==> src/rtl/oh2b_if.sv <==
// ---------------------------------------------------------------------------
// oh2b_if -- handshake bundle for the one-hot to binary encoder.
//
// Signals (direction as seen by the encoder, i.e. the slave modport):
//   In_valid    in   upstream presents a word on One_Hot
//   In_ready    out  encoder can take a word this cycle
//   One_Hot     in   O_w-bit word to encode
//   Out_valid   out  Bin/Err hold an encoded result
//   Out_ready   in   downstream takes the result this cycle
//   Bin         out  Bin_w-bit index of the (lowest) set bit
//   Err         out  word was not exactly one-hot
//   Err_cnt_clr in   synchronous clear of Err_cnt
//   Err_cnt     out  8-bit saturating count of illegal words accepted
// ---------------------------------------------------------------------------
interface oh2b_if #(
    parameter int Bin_w = 4,
    parameter int O_w   = 2**Bin_w
);
    logic             In_valid;
    logic             In_ready;
    logic [O_w-1:0]   One_Hot;
    logic             Out_valid;
    logic             Out_ready;
    logic [Bin_w-1:0] Bin;
    logic             Err;
    logic             Err_cnt_clr;
    logic [7:0]       Err_cnt;

    // Encoder side.
    modport slave (
        input  In_valid, One_Hot, Out_ready, Err_cnt_clr,
        output In_ready, Out_valid, Bin, Err, Err_cnt
    );

    // Producer/consumer side.
    modport master (
        output In_valid, One_Hot, Out_ready, Err_cnt_clr,
        input  In_ready, Out_valid, Bin, Err, Err_cnt
    );
endinterface

==> src/rtl/oh2b.sv <==
// ---------------------------------------------------------------------------
// oh2b -- one-hot to binary encoder, single registered stage with
// valid/ready handshakes on both sides and a saturating error counter.
//
// Ports:
//   clk  in   rising-edge clock
//   rst  in   synchronous active-high reset
//   bus  oh2b_if.slave  handshake bundle (see oh2b_if.sv)
//
// A word with zero or several bits set reports Err=1; for several bits the
// index of the lowest set bit is returned, for zero bits Bin=0.
// ---------------------------------------------------------------------------
module oh2b #(
    parameter int Bin_w = 4,
    parameter int O_w   = 2**Bin_w
) (
    input  logic   clk,
    input  logic   rst,
    oh2b_if.slave  bus
);

    // Returns {err, index}. The downward scan leaves the lowest set bit's
    // index in idx; with no bits set idx stays 0.
    function automatic logic [Bin_w:0] encode(input logic [O_w-1:0] v);
        logic [Bin_w-1:0] idx;
        int unsigned      n;
        idx = '0;
        n   = 0;
        for (int i = O_w - 1; i >= 0; i--) begin
            if (v[i]) begin
                idx = Bin_w'(i);
                n++;
            end
        end
        return {(n != 1), idx};
    endfunction

    function automatic logic [7:0] sat_inc(input logic [7:0] c);
        return (c == 8'hFF) ? c : c + 8'd1;
    endfunction

    logic             w_in_ready;
    logic             w_accept;
    logic             w_out_xfer;
    logic [Bin_w:0]   w_enc;

    logic             r_vld_p1;
    logic [Bin_w-1:0] r_bin_p1;
    logic             r_err_p1;
    logic [7:0]       r_err_cnt;

    // Ready looks through the output register: a word leaving this cycle
    // frees the slot for a new one, so the stage streams without bubbles.
    assign w_in_ready = !rst && (!r_vld_p1 || bus.Out_ready);
    assign w_accept   = bus.In_valid && w_in_ready;
    assign w_out_xfer = r_vld_p1 && bus.Out_ready;
    assign w_enc      = encode(bus.One_Hot);

    // ---- stage p0 -> p1: encode and register on accept ----
    always_ff @(posedge clk) begin
        if (rst) begin
            r_vld_p1 <= 1'b0;
            r_bin_p1 <= '0;
            r_err_p1 <= 1'b0;
        end else if (w_accept) begin
            r_vld_p1 <= 1'b1;
            r_bin_p1 <= w_enc[Bin_w-1:0];
            r_err_p1 <= w_enc[Bin_w];
        end else if (w_out_xfer) begin
            r_vld_p1 <= 1'b0;
        end
    end

    // Clear takes priority over a same-cycle illegal accept.
    always_ff @(posedge clk) begin
        if (rst || bus.Err_cnt_clr) begin
            r_err_cnt <= 8'd0;
        end else if (w_accept && w_enc[Bin_w]) begin
            r_err_cnt <= sat_inc(r_err_cnt);
        end
    end

    assign bus.In_ready  = w_in_ready;
    assign bus.Out_valid = r_vld_p1;
    assign bus.Bin       = r_bin_p1;
    assign bus.Err       = r_err_p1;
    assign bus.Err_cnt   = r_err_cnt;

endmodule

==> src/flat_wrapper.sv <==
// flat-port wrapper written by rule: the top's interface ports become plain ports
module oh2b_flat 
#(
    parameter int Bin_w = 4,
    parameter int O_w   = 2**Bin_w
)
  (clk, rst, bus_In_valid, bus_One_Hot, bus_Out_ready, bus_Err_cnt_clr, bus_In_ready, bus_Out_valid, bus_Bin, bus_Err, bus_Err_cnt);
  oh2b_if #(.Bin_w(Bin_w), .O_w(O_w)) bus_i ();
  input  logic clk;
  input  logic rst;
  input wire logic [$bits(bus_i.In_valid)-1:0] bus_In_valid;
  input wire logic [$bits(bus_i.One_Hot)-1:0] bus_One_Hot;
  input wire logic [$bits(bus_i.Out_ready)-1:0] bus_Out_ready;
  input wire logic [$bits(bus_i.Err_cnt_clr)-1:0] bus_Err_cnt_clr;
  output wire logic [$bits(bus_i.In_ready)-1:0] bus_In_ready;
  output wire logic [$bits(bus_i.Out_valid)-1:0] bus_Out_valid;
  output wire logic [$bits(bus_i.Bin)-1:0] bus_Bin;
  output wire logic [$bits(bus_i.Err)-1:0] bus_Err;
  output wire logic [$bits(bus_i.Err_cnt)-1:0] bus_Err_cnt;
  assign bus_i.In_valid = bus_In_valid;
  assign bus_i.One_Hot = bus_One_Hot;
  assign bus_i.Out_ready = bus_Out_ready;
  assign bus_i.Err_cnt_clr = bus_Err_cnt_clr;
  assign bus_In_ready = bus_i.In_ready;
  assign bus_Out_valid = bus_i.Out_valid;
  assign bus_Bin = bus_i.Bin;
  assign bus_Err = bus_i.Err;
  assign bus_Err_cnt = bus_i.Err_cnt;
  oh2b #(.Bin_w(Bin_w), .O_w(O_w)) u_core (.clk(clk), .rst(rst), .bus(bus_i));
endmodule
==> config.mk <==
export PLATFORM = sky130hd
export DESIGN_NAME = oh2b_flat
export DESIGN_NICKNAME = d
export VERILOG_FILES = /design/src/rtl/oh2b_if.sv /design/src/rtl/oh2b.sv /design/src/flat_wrapper.sv
export SDC_FILE = /design/constraint.sdc
export NUM_CORES = 1
export LEC_CHECK = 0
export ABC_AREA = 1
export ABC_CLOCK_PERIOD_IN_PS = 30100
export CAP_MARGIN = 0
export CORE_AREA = 2 2 85 87
export CTS_BUF_LIST = sky130_fd_sc_hd__clkbuf_8
export CTS_CLUSTER_SIZE = 20
export DETAILED_ROUTE_END_ITERATION = 12
export DIE_AREA = 0 0 87 89
export HOLD_SLACK_MARGIN = 0.03
export SLEW_MARGIN = 25
export SYNTH_ARGS = -nofsm -noshare
export SYNTH_HDL_FRONTEND = slang
export SYNTH_SLANG_ARGS = --single-unit
==> constraint.sdc <==
create_clock -name clk -period 30.1 [get_ports clk]
set_input_delay 7.525 -clock clk [delete_from_list [all_inputs] [get_ports clk]]
set_output_delay 7.525 -clock clk [all_outputs]
set_load 0.01 [all_outputs]
# Yosys cells after proc, flatten, opt, wreduce, memory -nomap -nowiden
# Index checks and enable logic that the tools add are counted.
[classes]
n_addsub = 16
eq_ne = 2
n_mux = 34
bitwise = 1
n_reduce_logical = 10
[ops]
columns = ["op", "n"]
rows = [
  ["$mux 32", 15],
  ["$add 32x1->32 const B", 14],
  ["$mux 4", 16],
  ["$ne 32x1->1 const B", 1],
  ["$add 8x1->8 const B", 1],
  ["$eq 8x8->1 const B", 1],
  ["$logic_and 1x1->1", 4],
  ["$mux 1", 3],
  ["$add 1x1->2 const B", 1],
  ["$logic_not 1->1", 2],
  ["$logic_or 1x1->1", 2],
  ["$reduce_and 2->1", 1],
  ["$reduce_bool 2->1", 1],
  ["$not 1->1", 1],
]
[totals]
regBits = 14
inputBits = 21
out_inout_bits = 15
elab_cells = 67

# Logic depth before layout (Yosys ltp)
# Gate-level depths: netlist (run 1).
[depth]
word_depth = 34
mapped_depth = 58
ltp_nobuf = 58

# Worst setup path before layout (run 1)
# OpenSTA, ideal clock, no wires.
[synth_path]
kind = "input port to output port"
startpoint = "in bus_Out_ready"
endpoint = "out bus_In_ready"
arrival_time_ps = 7794
required_ps = 22575
path_slack_ps = 14781
cell_stages = 2
n_path_buf = 0
cell_sequence = "inv_1 a21oi_1"
[synth_via]
elab_chain_cells = 2
[synth_lines]
columns = ["element", "line_no", "source"]
rows = [
  ["start, declared", "flat_wrapper.sv:13", "input wire logic [$bits(bus_i.Out_ready)-1:0] bus_Out_ready;"],
  ["$logic_or 1x1->1", "oh2b.sv:54", "assign w_in_ready = !rst && (!r_vld_p1 || bus.Out_ready);"],
  ["$logic_and 1x1->1", "oh2b.sv:54", ""],
  ["end, declared", "flat_wrapper.sv:15", "output wire logic [$bits(bus_i.In_ready)-1:0] bus_In_ready;"],
]
# No other way between the ends.

# Worst setup path in the final report (run 1)
[layout_path]
startpoint = "in rst"
endpoint = "out bus_In_ready"
[layout_via]
elab_chain_cells = 2
[layout_lines]
columns = ["element", "line_no", "source"]
rows = [
  ["start, declared", "flat_wrapper.sv:10", "input logic rst;"],
  ["$logic_not 1->1", "oh2b.sv:54", ""],
  ["$logic_and 1x1->1", "oh2b.sv:54", ""],
]
# No other way between the ends.

==> impl_metrics.tcl, run 1 <==
set metrics [dict create \
    busiest_layer "met2" \
    path_cells "clkdlybuf4s50_1 -> a21oi_1 -> clkdlybuf4s50_1" \
    worstMarginPinSlew_ns 0.397 \
    drc_errors 0 \
    power_leakage_nw 1.75 \
    ioPinCount 36 \
    skew_ns 0.00253 \
    status "completed" \
    grt_start_max_net_pins 11 \
    rrSetupSlack_ns 28.38 \
    critPathLaunch "rst" \
    synth_ff_type "dfxtp_1" \
    wl_per_cell_microns 9.94 \
    relSlewSlack_pct 73.2 \
    ys_types 30 \
    power_density_nw_per_um2 35.7 \
    post_cts_buffers 0 \
    final_nets 557 \
    synth_top_area_share_pct 21.4 \
    cts.sinks 14 \
    area_growth_pct 18.3 \
    cp_data_arrival_time_ns 8.82 \
    grtUsageMet3_pct 1.75 \
    yosysSeqAreaShare_pct 10.5 \
    grt_usage_pct 16.4 \
    dpl.hpwl_microns 5090 \
    slowest_stage "clkdlybuf4s50_1" \
    die_w_microns 87 \
    pre_cts_ws_ns 13.73 \
    hold_ws_ns 0.472 \
    num_rows 30 \
    antenna_found_initial 0 \
    grt_pass1_wl_microns 10800 \
    post_cts_resized 0 \
    hold_viol_final 0 \
    core_area_sq_um 6720 \
    path_max_fanout 6 \
    syn_nets 517 \
    initial_core_util_pct 39.9 \
    rsz0062_at_grt "no" \
    hold_path.class "reg -> reg" \
    yosysWarnings 0 \
    port-buffer-count 35 \
    yosysMostFrequentCell "nand2_1" \
    cap_violations 0 \
    cts_buffer_depth 2 \
    grt-ovfl-total 0 \
    dr.pass1.iters 4 \
    numCtsBuffers 3 \
    worst_ep_required_time_ns 22.58 \
    die_area_sq_um 7740 \
    h-tree-depth 1 \
    async_flop_share_pct 0 \
    synth_edf_count 0 \
    worstSetupEndpointType "output pin" \
    fin_crit_ns 16.34 \
    synth.largest_area_cell "nand2_1" \
    diodes 0 \
    path_common_cell "clkdlybuf4s50_1" \
    syn_inst 479 \
    ir_worst_vdd_mv 0.0359 \
    syn_area_per_cell_sq_um 5.60 \
    slew_violations 0 \
    clockRootBuffer "clkbuf_8" \
    fin_crit_sh_pct 54.3 \
    vias 2858 \
    dp_cells 594 \
    start_kind "input pin" \
    slowest_delay_ns 0.57 \
    setup_viol 0 \
    tritoncts "built" \
    viasPerCell 4.79 \
    first_global_vias 2624 \
    layout.cells.non_filler 597 \
    synth_common_cells "nand2_1, inv_1, nand3_1" \
    critPathKind "in -> out" \
    synth.area.top_cells "nand2_1, inv_1, dfxtp_1, nand3_1, ha_1" \
    grt_util_met1_pct 22.1 \
    ys_ff_latch 14 \
    drive_gt1_share_pct 15.5 \
    reg2regPathDepth 8 \
    crit_path_end "bus_In_ready" \
    grt_use_met2_pct 28.8 \
    clock_latency_ns 0.24 \
    cts_hold_buf 0 \
    drt_iter0_drc 99 \
    wl_microns 5930 \
    r2r_start "u_core.bus.Err_cnt[0]" \
    rr_endpoint "u_core.bus.Err_cnt[0]" \
    routabilityCongestion 0.821 \
    postRouteAntennaNets 0 \
    fin_ws_ns 13.76 \
    netlist_area_sq_um 2680 \
    dieHeight_microns 89 \
    fmax_mhz 61.2 \
    clkTransAtPathRegs_ns 0.05 \
    setup_tns_ns 0 \
    min_from "u_core.bus.Err" \
]
[cells in the final DEF, fill, tap and decap left out]
master	Yosys	routed
nand2_1	153	153
inv_1	79	79
nand3_1	54	54
clkdlybuf4s50_1	0	35
nand2_2	33	33
nor2_1	33	33
nand3_2	19	19
ha_1	17	17
a21oi_1	16	16
dfxtp_1	14	14
nor2_2	9	9
nand4_1	8	8
nand3b_1	7	7
or2_2	6	6
inv_2	4	4
o21ai_0	4	4
nand3_4	3	3
xnor2_1	3	3
xor2_1	3	3
clkbuf_8	0	3
o31ai_1	2	2
o22ai_1	2	2
o21ai_1	1	1
nand3b_2	1	1
nand2_4	1	1
nor2_4	1	1
o21bai_1	1	1
clkinv_1	1	1
nor4_1	1	1
o41ai_1	1	1
o311ai_0	1	1
o211ai_1	1	1
[worst min-delay path by stage]
stage / slack [ns] / depth (start not counted) / to
final: 0.47 / 2 / u_core.bus.Err
after global routing: 0.50 / 2 / u_core.bus.Bin[0]
after CTS: 0.47 / 2 / u_core.bus.Err
after detailed placement: 0.46 / 2 / u_core.bus.Err
after global placement: 0.47 / 2 / u_core.bus.Err
after floorplan: 0.48 / 2 / u_core.bus.Bin[0]
[metal layers]
metal  vias to the layer above  routed length, microns
met1                      1225                    3060
met5                         -                       0
met2                        34                    2680
met4                         0                      23
li1                       1597                       -
met3                         2                     175
[flip-flops by register name, summed over array words and instances (netlist names)]
register and flops:
u_core.bus.Err_cnt 8, u_core.bus.Bin 4, u_core.bus.Err 1, u_core.bus.Out_valid 1
[stage by stage]
step                      power (mW)  cell area [sq um]  util, %
after floorplan               0.0827               2680        -
after global placement        0.0970               3130     46.6
after detailed placement      0.0991               3130     46.6
after CTS                      0.115               3170     47.2
after global routing           0.129               3170     47.2
final                          0.113               3170     47.2
[cell families after synthesis]
kind of cell / share of synthesized area, %
compound gates: 6.16
xor+xnor: 1.96
fa+ha+maj: 7.94
buf+inv: 11.8
flops: 10.5
simple gates: 61.7
[cell type report]
cell class                 instances  area [sq um]
multi-input combinational        381          2080
tap                               80           100
sequential                        14           280
fill                             729          3550
timing repair buffer              35           350
clock buffer                       3          41.3
inverter                          84           315
[critical path, delay by kind of cell]
kind / cells / cell delay (ns)
buffers and inverters: 2 / 1.08
AOI/OAI and AO/OA: 1 / 0.21
[power by group]
part / internal [mW] / switching, mW
combinational: 0.0285 / 0.0504
sequential: 0.0190 / 0.000309
clock: 0.00885 / 0.00628
(Power assumes the default switching activity.)
==> run 2: changes to the inputs <==
--- a/config.mk
+++ b/config.mk
@@ -6,7 +6,7 @@
 export NUM_CORES = 1
 export LEC_CHECK = 0
 export ABC_AREA = 1
-export ABC_CLOCK_PERIOD_IN_PS = 30100
+export ABC_CLOCK_PERIOD_IN_PS = 13650
 export CAP_MARGIN = 0
 export CORE_AREA = 2 2 85 87
 export CTS_BUF_LIST = sky130_fd_sc_hd__clkbuf_8
==> constraint.sdc (replaced) <==
create_clock -name clk -period 13.65 [get_ports clk]
set_input_delay 3.4125 -clock clk [delete_from_list [all_inputs] [get_ports clk]]
set_output_delay 3.4125 -clock clk [all_outputs]
set_load 0.01 [all_outputs]
==> impl_metrics.tcl, run 2 (synthesized netlist as in run 1, its figures left out) <==
set metrics [dict create \
    grt_start_max_net_pins 11 \
    ir_worst_vdd_mv 0.0414 \
    hold_viol_final 0 \
    fmax_mhz 84.6 \
    antenna_found_initial 0 \
    core_area_sq_um 6720 \
    wl_microns 5950 \
    clockRootBuffer "clkbuf_8" \
    first_global_vias 2492 \
    slew_violations 0 \
    slowest_delay_ns 0.51 \
    die_area_sq_um 7740 \
    cp_data_arrival_time_ns 11.96 \
    power_leakage_nw 1.76 \
    ioPinCount 36 \
    largest_register_ffs 8 \
    dieHeight_microns 89 \
    drive_gt1_share_pct 15.6 \
    h-tree-depth 1 \
    path_common_cell "nand2_1" \
    final_nets 557 \
    reg2regPathDepth 8 \
    port-buffer-count 35 \
    holdPathStages 2 \
    cap_violations 0 \
    worstMarginPinSlew_ns 0.403 \
    rr_endpoint "u_core.bus.Err_cnt[0]" \
    path_max_fanout 9 \
    dpl.hpwl_microns 5060 \
    initial_core_util_pct 39.9 \
    relSlewSlack_pct 72.8 \
    setup_tns_ns 0 \
    cts_hold_buf 0 \
    wl_per_cell_microns 9.94 \
    worstSetupEndpointType "flop" \
    slowest_stage "clkdlybuf4s50_1" \
    grt_usage_pct 15.8 \
    power_density_nw_per_um2 80.2 \
    post_cts_resized 0 \
    final_cell_mix "nand2_1, inv_1, nand3_1" \
    drc_errors 0 \
    grt_pass1_wl_microns 10300 \
    clkTransAtPathRegs_ns 0.06 \
    fin_crit_ns 11.82 \
    die_w_microns 87 \
    cts_buffer_depth 2 \
    routabilityCongestion 0.832 \
    cts.sinks 14 \
    viasPerCell 4.82 \
    r2r_start "u_core.bus.Err_cnt[0]" \
    critPathKind "in -> reg" \
    area_growth_pct 18.9 \
    worst_ep_required_time_ns 13.79 \
    num_rows 30 \
    rsz0062_at_grt "no" \
    final_common_cell "nand2_1" \
    vias 2885 \
    clock_latency_ns 0.25 \
    postRouteAntennaNets 0 \
    grt-ovfl-total 0 \
    tritoncts "built" \
    rrSetupSlack_ns 11.99 \
    hold_path.class "reg -> reg" \
    setup_viol 0 \
    post_cts_buffers 0 \
    dr.pass1.iters 4 \
    numCtsBuffers 3 \
    fin_crit_sh_pct 86.6 \
    status "completed" \
    skew_ns 0.00263 \
    min_to "u_core.bus.Bin[0]" \
    final_core_util_pct 47.4 \
    drt_iter0_drc 86 \
    min_from "u_core.bus.Bin[0]" \
    start_kind "input pin" \
    diodes 0 \
]
==> run 2: cell types whose count changed in the layout (fill, tap and decap cells not counted), sizes merged <==
cell,previous run,this run
clkbuf,3,4
==> run 2: area by class of cell <==
cell class,count,area (sq um)
clock buffers,4,55.1
fillers,693,3530
well taps,80,100
multi-input cells,381,2080
flip-flops and latches,14,280
inverters,84,315
repair buffers,35,350
==> run 2: worst max path at each step <==
| stage | from | end | cells after the start |
|---|---|---|---|
| 2_1_floorplan | bus_One_Hot[14] | u_core.bus.Err_cnt[0] | 57 |
| 4_1_cts | bus_One_Hot[15] | u_core.bus.Err_cnt[0] | 58 |
| 6_report | bus_One_Hot[15] | u_core.bus.Err_cnt[0] | 58 |
| 3_3_place_gp | bus_One_Hot[14] | u_core.bus.Err_cnt[0] | 58 |
| 5_1_grt | bus_One_Hot[15] | u_core.bus.Err_cnt[4] | 57 |
| 3_5_place_dp | bus_One_Hot[15] | u_core.bus.Err_cnt[0] | 58 |
==> run 2: metal layers <==
metal | track usage [%] | share of wire, % | vias up | routed length (microns)
met3 | 1.29 | 2.6 | 5 | 157
met2 | 26.3 | 44 | 35 | 2610
met1 | 22.0 | 52 | 1252 | 3120
met4 | 3.84 | 0.99 | 0 | 59
li1 | - | - | 1593 | -
met5 | 0 | 0 | - | 0
==> run 2: power by group <==
group          internal (mW)  switching [mW]  total [mW]  leakage [nW]
logic                 0.0624           0.110       0.172          1.62
clock network         0.0256          0.0150      0.0406        0.0288
registers             0.0419        0.000693      0.0426         0.113
==> run 2: through the flow <==
step / area (sq um) / std cells / power, mW / setup WS, ns / hold WS (ns)
finish: 3190 / 598 / 0.256 / 1.83 / 0.477
detailed placement: 3130 / 594 / 0.217 / 1.55 / 0.470
floorplan: 2680 / 479 / 0.182 / 2.60 / 0.484
global placement: 3130 / 594 / 0.214 / 1.69 / 0.463
global route: 3190 / 598 / 0.287 / 1.01 / 0.510
CTS: 3190 / 598 / 0.259 / 1.79 / 0.480
==> run 2: critical path: cells and delay by family <==
| family | cells | cell delay (ns) |
|---|---|---|
| adders and majority gates | 14 | 3.85 |
| and+or+nand+nor | 36 | 3.77 |
| buffers and inverters | 8 | 0.92 |
==> run 3: changes to the inputs <==
--- a/config.mk
+++ b/config.mk
@@ -6,13 +6,13 @@
 export NUM_CORES = 1
 export LEC_CHECK = 0
 export ABC_AREA = 1
-export ABC_CLOCK_PERIOD_IN_PS = 13650
-export CAP_MARGIN = 0
+export ABC_CLOCK_PERIOD_IN_PS = 13100
 export CORE_AREA = 2 2 85 87
 export CTS_BUF_LIST = sky130_fd_sc_hd__clkbuf_8
 export CTS_CLUSTER_SIZE = 20
 export DETAILED_ROUTE_END_ITERATION = 12
 export DIE_AREA = 0 0 87 89
+export DONT_BUFFER_PORTS = 1
 export HOLD_SLACK_MARGIN = 0.03
 export SLEW_MARGIN = 25
 export SYNTH_ARGS = -nofsm -noshare
==> constraint.sdc (replaced) <==
create_clock -name clk -period 13.1 [get_ports clk]
set_input_delay 3.275 -clock clk [delete_from_list [all_inputs] [get_ports clk]]
set_output_delay 3.275 -clock clk [all_outputs]
set_load 0.01 [all_outputs]
==> impl_metrics.tcl, run 3 (synthesized netlist as in run 1, its figures left out) <==
set metrics [dict create \
    status "completed" \
    post_cts_resized 0 \
    multi_input_area_sq_um 2080 \
    worstSetupEndpointType "flop" \
    routabilityCongestion 0.817 \
    drt_iter0_drc 100 \
    numCtsBuffers 3 \
    die_area_sq_um 7740 \
    regArea_sq_um 280 \
    hold_path.class "reg -> reg" \
    wl_microns 5790 \
    fin_ws_ns 1.89 \
    dr.pass1.iters 4 \
    path_common_cell "nand2_1" \
    slew_violations 0 \
    rsz0062_at_grt "no" \
    post_cts_buffers 0 \
    initial_core_util_pct 39.9 \
    drive_gt1_share_pct 16.6 \
    fin_crit_ns 11.21 \
    path_max_fanout 9 \
    viasPerCell 4.87 \
    power_density_nw_per_um2 88.1 \
    relSlewSlack_pct 69.4 \
    cellInternalPower_mw 0.122 \
    switchingPower_mw 0.126 \
    final_nets 522 \
    grt-ovfl-total 0 \
    postRouteAntennaNets 0 \
    first_global_vias 2702 \
    setup_viol 0 \
    layout.cells.non_filler 562 \
    port-buffer-count 0 \
    seq_power_share_pct 18.1 \
    final_cell_mix "nand2_1, inv_1, nand3_1" \
    grt_pass1_wl_microns 10800 \
    fillers 709 \
    power_leakage_nw 1.62 \
    core_area_sq_um 6720 \
    critPathKind "in -> reg" \
    ioPinCount 36 \
    cts.sinks 14 \
    dieHeight_microns 89 \
    h-tree-depth 1 \
    worst_ep_required_time_ns 13.24 \
    hold_viol_final 0 \
    clockRootBuffer "clkbuf_8" \
    num_rows 30 \
    fin_crit_sh_pct 85.6 \
    dpl.hpwl_microns 5020 \
    drc_errors 0 \
    final_core_util_pct 42.0 \
    slowest_delay_ns 0.35 \
    cts_buffer_depth 2 \
    die_w_microns 87 \
    tritoncts "built" \
    vias 2738 \
    dp_cells 559 \
    largest_register_ffs 8 \
    fmax_mhz 89.2 \
    cp_data_arrival_time_ns 11.35 \
    cap_violations 0 \
    slowest_stage "ha_1" \
    p_clk_share_pct 13.8 \
    grt_usage_pct 16.5 \
    pre_cts_ws_ns 1.60 \
    cts_hold_buf 0 \
    switching_share_pct 50.7 \
    ir_worst_vdd_mv 0.0537 \
    antenna_found_initial 0 \
    clkTransAtPathRegs_ns 0.05 \
    skew_ns 0.00505 \
    grt_start_max_net_pins 11 \
    diodes 0 \
    start_kind "input pin" \
    wl_per_cell_microns 10.3 \
    p_comb_share_pct 68.1 \
    final_common_cell "nand2_1" \
    hold_ws_ns 0.509 \
    clock_latency_ns 0.24 \
    worstMarginPinSlew_ns 0.453 \
    area_growth_pct 5.28 \
    setup_tns_ns 0 \
]
-- run 3: final timing paths --
kind	start	end	slack, ns	cells after the start
worst max-delay path	bus_One_Hot[14]	u_core.bus.Err_cnt[0]	1.89	57
worst min-delay path	u_core.bus.Err	u_core.bus.Err	0.51	2
worst max register to register	u_core.bus.Err_cnt[1]	u_core.bus.Err_cnt[0]	11.38	8
worst min register to register	u_core.bus.Err	u_core.bus.Err	0.51	2
-- run 3: final cells by class --
type | instances | area share, %
multi-input cells | 381 | 73.9
inverters | 84 | 11.2
flip-flops and latches | 14 | 9.93
well taps | 80 | 3.55
clock buffers | 3 | 1.46
-- run 3: through the flow --
step	area, sq um	power [mW]
2_1_floorplan	2680	0.190
3_3_place_gp	2780	0.212
3_5_place_dp	2780	0.216
4_1_cts	2820	0.252
5_1_grt	2820	0.285
6_report	2820	0.248
-- run 3: power by group through the flow --
stage               Sequential [mW]  Clock (mW)  Combinational [mW]
floorplan                    0.0457           0               0.144
global placement             0.0459           0               0.166
detailed placement           0.0459           0               0.170
CTS                          0.0450      0.0365               0.171
global route                 0.0451      0.0376               0.202
finish                       0.0450      0.0342               0.169
-- run 3: worst max-delay path: cells and delay by family --
family | cells | cell delay (ns)
buffers and inverters | 7 | 0.39
AND/OR/NAND/NOR | 36 | 3.76
adder cells (fa/ha/maj) | 14 | 3.93
-- run 3: layer usage --
layer  up-vias  wire length [microns]  part of all wire [%]  GRT usage (%)
met5         -                      0                     0              0
met3         7                    177                   3.1           1.57
li1       1528                      -                     -              -
met1      1171                   2960                    51           21.7
met4         0                     78                   1.3           4.40
met2        32                   2580                    44           29.0
